## src/rtl/id_ex_pipe.sv

```systemverilog
`default_nettype none
// ============================================================================
// Module   : id_ex_pipe
// Brief    : ID/EX pipeline register with valid/ready handshake, synchronous
//            flush to a NOP bubble and optional two-entry skid buffer
//            (enabled by defining ID_EX_SKID_EN).
// Revision : 1.0 - initial release
// ============================================================================
module id_ex_pipe #(
    parameter int              XLEN     = 32,
    parameter int              REG_AW   = 5,
    parameter logic [XLEN-1:0] NOP_INST = 32'h0000_0013
) (
    input  logic              clk,
    input  logic              rst_n,
    input  logic              flush_i,
    input  logic              valid_i,
    output logic              ready_o,
    input  logic [XLEN-1:0]   inst_i,
    input  logic [XLEN-1:0]   inst_addr_i,
    input  logic [XLEN-1:0]   op1_i,
    input  logic [XLEN-1:0]   op2_i,
    input  logic [REG_AW-1:0] rd_addr_i,
    input  logic              reg_wen_i,
    output logic              valid_o,
    input  logic              ready_i,
    output logic [XLEN-1:0]   inst_o,
    output logic [XLEN-1:0]   inst_addr_o,
    output logic [XLEN-1:0]   op1_o,
    output logic [XLEN-1:0]   op2_o,
    output logic [REG_AW-1:0] rd_addr_o,
    output logic              reg_wen_o
);

    localparam int c_pw = 4*XLEN + REG_AW + 1;

    localparam logic [1:0] c_st_empty = 2'd0;
    localparam logic [1:0] c_st_full  = 2'd1;
`ifdef ID_EX_SKID_EN
    localparam logic [1:0] c_st_skid  = 2'd2;
`endif

    logic [1:0]      r_state;
    logic [1:0]      w_state_nxt;
    logic            r_valid;
    logic [c_pw-1:0] r_main;
    logic [c_pw-1:0] w_main_nxt;
    logic [c_pw-1:0] w_in_pl;
    logic [c_pw-1:0] w_bubble;
    logic            w_in;
    logic            w_out;

    assign w_in_pl  = {inst_i, inst_addr_i, op1_i, op2_i, rd_addr_i, reg_wen_i};
    assign w_bubble = {NOP_INST, {(3*XLEN + REG_AW + 1){1'b0}}};

    assign w_in  = valid_i & ready_o;
    assign w_out = r_valid & ready_i;

    assign valid_o = r_valid;
    assign {inst_o, inst_addr_o, op1_o, op2_o, rd_addr_o, reg_wen_o} = r_main;

`ifdef ID_EX_SKID_EN
    logic            r_ready;
    logic [c_pw-1:0] r_skid;
    logic [c_pw-1:0] w_skid_nxt;

    // Registered ready: no combinational path from ready_i to ready_o.
    assign ready_o = r_ready;
`else
    assign ready_o = ready_i | ~r_valid;
`endif

    // Main always holds the older beat; the skid entry only ever holds the
    // younger one, so draining is a simple skid -> main move.
    always_comb begin
        w_state_nxt = r_state;
        w_main_nxt  = r_main;
`ifdef ID_EX_SKID_EN
        w_skid_nxt  = r_skid;
`endif
        if (flush_i) begin
            w_state_nxt = c_st_empty;
            w_main_nxt  = w_bubble;
`ifdef ID_EX_SKID_EN
            w_skid_nxt  = w_bubble;
`endif
        end else begin
            case (r_state)
                c_st_empty: begin
                    if (w_in) begin
                        w_state_nxt = c_st_full;
                        w_main_nxt  = w_in_pl;
                    end
                end
                c_st_full: begin
                    if (w_in && w_out) begin
                        w_main_nxt = w_in_pl;
                    end else if (w_out) begin
                        w_state_nxt = c_st_empty;
                        w_main_nxt  = w_bubble;
`ifdef ID_EX_SKID_EN
                    end else if (w_in) begin
                        w_state_nxt = c_st_skid;
                        w_skid_nxt  = w_in_pl;
`endif
                    end
                end
`ifdef ID_EX_SKID_EN
                c_st_skid: begin
                    if (w_out) begin
                        w_state_nxt = c_st_full;
                        w_main_nxt  = r_skid;
                        w_skid_nxt  = w_bubble;
                    end
                end
`endif
                default: begin
                    w_state_nxt = c_st_empty;
                    w_main_nxt  = w_bubble;
                end
            endcase
        end
    end

    always_ff @(posedge clk or negedge rst_n) begin
        if (!rst_n) begin
            r_state <= c_st_empty;
            r_valid <= 1'b0;
            r_main  <= w_bubble;
        end else begin
            r_state <= w_state_nxt;
            r_valid <= (w_state_nxt != c_st_empty);
            r_main  <= w_main_nxt;
        end
    end

`ifdef ID_EX_SKID_EN
    always_ff @(posedge clk or negedge rst_n) begin
        if (!rst_n) begin
            r_ready <= 1'b1;
            r_skid  <= w_bubble;
        end else begin
            r_ready <= (w_state_nxt != c_st_skid);
            r_skid  <= w_skid_nxt;
        end
    end
`endif

endmodule
`default_nettype wire

```

## config.mk

```make
export PLATFORM = sky130hd
export DESIGN_NAME = id_ex_pipe
export DESIGN_NICKNAME = d
export VERILOG_FILES = /design/src/rtl/id_ex_pipe.sv
export SDC_FILE = /design/constraint.sdc
export NUM_CORES = 1
export LEC_CHECK = 0
export ABC_CLOCK_PERIOD_IN_PS = 1800
export CORE_UTILIZATION = 30
export DETAILED_ROUTE_END_ITERATION = 8
export GPL_ROUTABILITY_DRIVEN = 1
export PLACE_DENSITY_LB_ADDON = 0.3
export SKIP_LAST_GASP = 1
export SLEW_MARGIN = 30
export SYNTH_ARGS = -nofsm -noshare
export SYNTH_HDL_FRONTEND = slang
export SYNTH_SLANG_ARGS = --single-unit
```

## constraint.sdc

```tcl
create_clock -name clk -period 1.8 [get_ports clk]
set_input_delay 0.18 -clock clk [delete_from_list [all_inputs] [get_ports clk]]
set_output_delay 0.18 -clock clk [all_outputs]
set_load 0.01 [all_outputs]
```

# Word level (Yosys, flattened, before mapping)
# Cells that the tools add are included.
[op_classes]
n_eq_ne = 3
mux = 10
bitwise_logic = 4
n_reduce_logical = 4
[ops]
columns = ["cell", "count"]
rows = [
  ["$mux 134", 4],
  ["$pmux 134 s2", 1],
  ["$mux 2", 4],
  ["$ne 4x4->1 const B", 1],
  ["$pmux 2 s2", 1],
  ["$ne 3x3->1 const B", 1],
  ["$and 1x1->1", 2],
  ["$eq 2x1->1 const B", 1],
  ["$logic_not 2->1", 1],
  ["$reduce_and 2->1", 1],
  ["$reduce_bool 2->1", 1],
  ["$logic_and 1x1->1", 1],
  ["$not 1->1", 1],
  ["$or 1x1->1", 1],
]
[word_totals]
ff_bits = 137
output_inout_bits = 136
wordCells = 24

# Depth between registers and ports, before layout
[logic_depth]
word_depth = 8
depth_mapped = 6

# Worst setup path before layout
# No wires, ideal clock.
[synth_timing]
kind = "register to register"
startpoint = "reg r_valid, in the netlist valid_o"
endpoint = "reg r_main[46]"
setup_ps = 65
arrival_ps = 1539
setup_slack_ps = 196
path_stages_with_launch = 6
synth_period_minus_slack_ps = 1604
path_cell_list = "dfrtp_1 > or2_1 > a211oi_4 > buf_2 > buf_2 > a22o_1"
[synth_via]
elab_chain_len = 7
elab_cells_between_ends = 11
[synth_rtl]
columns = ["item", "line", "text"]
rows = [
  ["start: declaration", "45", "logic r_valid;"],
  ["start signal: assignment", "132", "r_valid <= (w_state_nxt != c_st_empty);"],
  ["$not 1->1", "70", "assign ready_o = ready_i | ~r_valid;"],
  ["$or 1x1->1", "70", ""],
  ["$and 1x1->1", "56", "assign w_in = valid_i & ready_o;"],
  ["$logic_and 1x1->1", "96", "if (w_in && w_out) begin"],
  ["$mux 134", "96", ""],
  ["$pmux 134 s2", "88", "case (r_state)"],
  ["$mux 134", "81", "if (flush_i) begin"],
  ["end signal: assignment", "129", "r_main <= w_bubble;"],
  ["end signal: assignment", "133", "r_main <= w_main_nxt;"],
  ["end: declaration", "46", "logic [c_pw-1:0] r_main;"],
]
# Several ways; a longest one is shown, not always the timed one.
# A chain may end at the register's enable or synchronous reset.

# Worst setup path in the final report
[layout_timing]
startpoint = "reg r_main[106]"
endpoint = "out inst_o[4]"
[layout_rtl]
columns = ["item", "line", "text"]
rows = [
  ["end: declaration", "27", "output logic [XLEN-1:0] inst_o,"],
]
# No word-level cell between the ends.

==> flow_metrics.py <==
metrics = {
    "status": {
        "status": "finished clean",
    },
    "global_routing": {
        "antenna_found_initial": 0,
        "grt_pass1_vias": 4050,
        "grt_first_pass_wirelength_um": 21400,
        "grtUsageTotal_pct": 16.8,
        "grt.overflow.total": 0,
        "grt_max_degree": 69,
    },
    "cells_and_area": {
        "n_antenna_cell": 0,
        "area.growth.synth_to_final_pct": 76.4,
        "layout-drive-gt1-share_pct": 8.36,
        "design_area_um2": 8540,
        "fin_cells": 826,
        "fin_nets": 737,
    },
    "timing": {
        "setup_viol": 0,
        "slew_viol_final": 0,
        "hold_slack_ns": 0.276,
        "fin_crit_ns": 1.67,
        "post-route-period-util_pct": 92.9,
        "max_freq_mhz": 598,
        "tns_ns": 0,
        "timing.final.ws_setup_ns": 0.127,
        "fin_skew_ns": 0.00747,
        "hold_viol": 0,
        "rsz0062_at_grt": "no",
    },
    "placement": {
        "postPlaceCellArea_um2": 7920,
        "dp.cells": 794,
        "pre_cts_slack_ns": 0.0235,
        "place_congestion": 0.677,
        "io_buffers": 274,
        "dp_hpwl_um": 9860,
    },
    "logic_synthesis": {
        "seq_area_frac_synth_pct": 70.9,
        "synth_area_um2": 4840,
        "synth.top_cell.area_share_pct": 69.3,
        "ys_warn_count": 0,
        "synth_flop_cell": "dfrtp_1",
        "async_reset_ff_share_pct": 100,
        "postSynthAreaPerCell_um2": 15.2,
        "synth-edff-count": 0,
        "yosysMostFrequentCell": "dfrtp_1",
        "synth_area_leader_cell": "dfrtp_1",
        "synth_seq_cells": 137,
        "ys_types": 17,
        "synth_area_leaders": "dfrtp_1 (69%), a22o_1 (24%), buf_2 (1.7%), dfstp_2 (1.6%), clkbuf_1 (1.0%)",
        "synthTopCellsByCount": "dfrtp_1 (134), a22o_1 (131), buf_2 (16)",
        "synthCells": 319,
        "synth_nets": 458,
    },
    "worst_setup_path": {
        "path_delay_family": "buffers and inverters",
        "cp_data_required_time_ns": 1.62,
        "cp-start-kind": "register",
        "path_class": "reg -> out",
        "path_cells": "clkdlybuf4s50_1",
        "cpPeakStageDelay_ns": 0.55,
        "crit_slowest_cell": "clkdlybuf4s50_1",
        "critPathCaptureType": "primary output",
        "worst-path-buf-inv": 1,
        "arrival_ns": 1.49,
        "crit_fanout": 2,
    },
    "floorplanning": {
        "num_rows": 46,
        "num_io_pins": 275,
        "core_area_um2": 15800,
        "dieWidth_um": 129,
        "start_util_pct": 30.6,
        "chipHeight_um": 129,
        "die_area_um2": 16700,
    },
    "routing": {
        "final_antenna_net_count": 0,
        "post-route-drc-count": 0,
        "via_count": 3875,
        "first_pass_iters": 6,
        "drt_iter0_drc": 146,
        "wl_per_cell_um": 16.8,
        "via_per_inst": 4.69,
        "drt-total-wl_um": 13900,
    },
    "clock_tree": {
        "tritoncts": "done",
        "cts_root_buffer": "clkbuf_16",
        "post_cts_buffers": 0,
        "cts-buffers-inserted": 17,
        "clk_path_buf_depth": 2,
        "cts_num_sinks": 137,
        "htree_num_levels": 4,
        "path_clk_slew_ns": 0.06,
        "worstSkewPairLatency_ns": 0.41,
    },
    "power_and_ir_drop": {
        "internal_power_mw": 6.06,
        "netSwitchingFraction_pct": 21.8,
        "powerDensity_nw_per_um2": 907,
        "p_switching_mw": 1.69,
        "ir_drop_uv": 606,
        "comb_power_share_pct": 11.0,
        "p_leak_nw": 3.81,
        "clockPowerShare_pct": 47.2,
        "power_frac_seq_pct": 41.8,
    },
    "min_path": {
        "hold_path.class": "in -> async",
    },
    "job": {
        "maxCapViolations": 0,
    },
}
what timing repair did:
| item | in CTS | in global routing |
|---|---|---|
| setup endpoints to repair | 1 | 0 |
| hold buffers | 1 | 0 |
| resized for setup | 1 | 0 |
| hold endpoints to repair | 41 | 0 |
final cells by class:
cell class / instances / area, µm²
clock inverters: 12 / 174
flip-flops and latches: 137 / 3430
well taps: 216 / 270
inverters: 7 / 26.3
fillers: 1344 / 7290
multi-input cells: 146 / 1260
clock buffers: 19 / 443
repair buffers: 289 / 2930
state kept, by name (all words and copies together), names as in the netlist:
name / count
r_main: 134
valid_o: 1
r_state: 2
metrics by stage:
stage / utilization [%] / power [mW]
floorplan: - / 3.51
global placement: 50.0 / 4.14
detailed placement: 50.0 / 4.15
CTS: 54.0 / 7.85
global route: 54.0 / 8.05
finish: 54.0 / 7.74
metal layers:
metal | up-vias | part of all wire (%) | GRT usage [%]
li1 | 1776 | - | -
met1 | 1903 | 42 | 20.8
met2 | 188 | 48 | 26.6
met3 | 8 | 9.3 | 7.18
met4 | 0 | 0.64 | 5.05
met5 | - | 0 | 0
final timing paths:
path | from | end | slack [ns] | cells past startpoint
worst max-delay path | r_main[106] | inst_o[4] | 0.13 | 1
worst max register to register | r_state[0] | r_main[85] | 0.17 | 4
min in group clk | inst_i[0] | r_main[102] | 0.30 | 3
worst min register to register | r_main[102] | r_main[102] | 0.49 | 2
max in group asynchronous | rst_n | r_main[103] | 0.88 | 3
worst min-delay path | rst_n | r_main[86] | 0.28 | 2
power by group through the flow:
| stage | Clock, mW | Sequential [mW] | Combinational (mW) |
|---|---|---|---|
| 2_1_floorplan | 0 | 3.34 | 0.171 |
| 6_report | 3.65 | 3.24 | 0.851 |
| 5_1_grt | 3.89 | 3.25 | 0.915 |
| 3_3_place_gp | 0 | 3.29 | 0.846 |
| 4_1_cts | 3.74 | 3.24 | 0.864 |
| 3_5_place_dp | 0 | 3.29 | 0.860 |
logic make-up (layout without fill, tap and decap cells):
family	count (synthesis)	count (layout)	synth area share (%)
AO/OA/AOI/OAI	137	137	24.9
buffers and inverters	36	327	3.20
flip-flops	137	137	70.9
multiplexers	1	1	0.233
other	1	1	0.0774
AND/OR/NAND/NOR	7	7	0.749
placed cells by master, fill, tap and decap left out, types with 2 or more instances in the layout:
master           Yosys  final
clkdlybuf4s50_1      0    272
nor3_1               2      2
a22oi_1              3      3
clkinv_4             0      2
bufinv_16            0      4
clkbuf_16            0     17
buf_4                0      8
or2_1                2      2
a22o_1             131    131
buf_12               0      6
inv_1                7      7
dfstp_2              3      3
clkinv_2             0      4
dfrtp_1            134    134
Note: power is estimated with default switching activity, not from simulation.
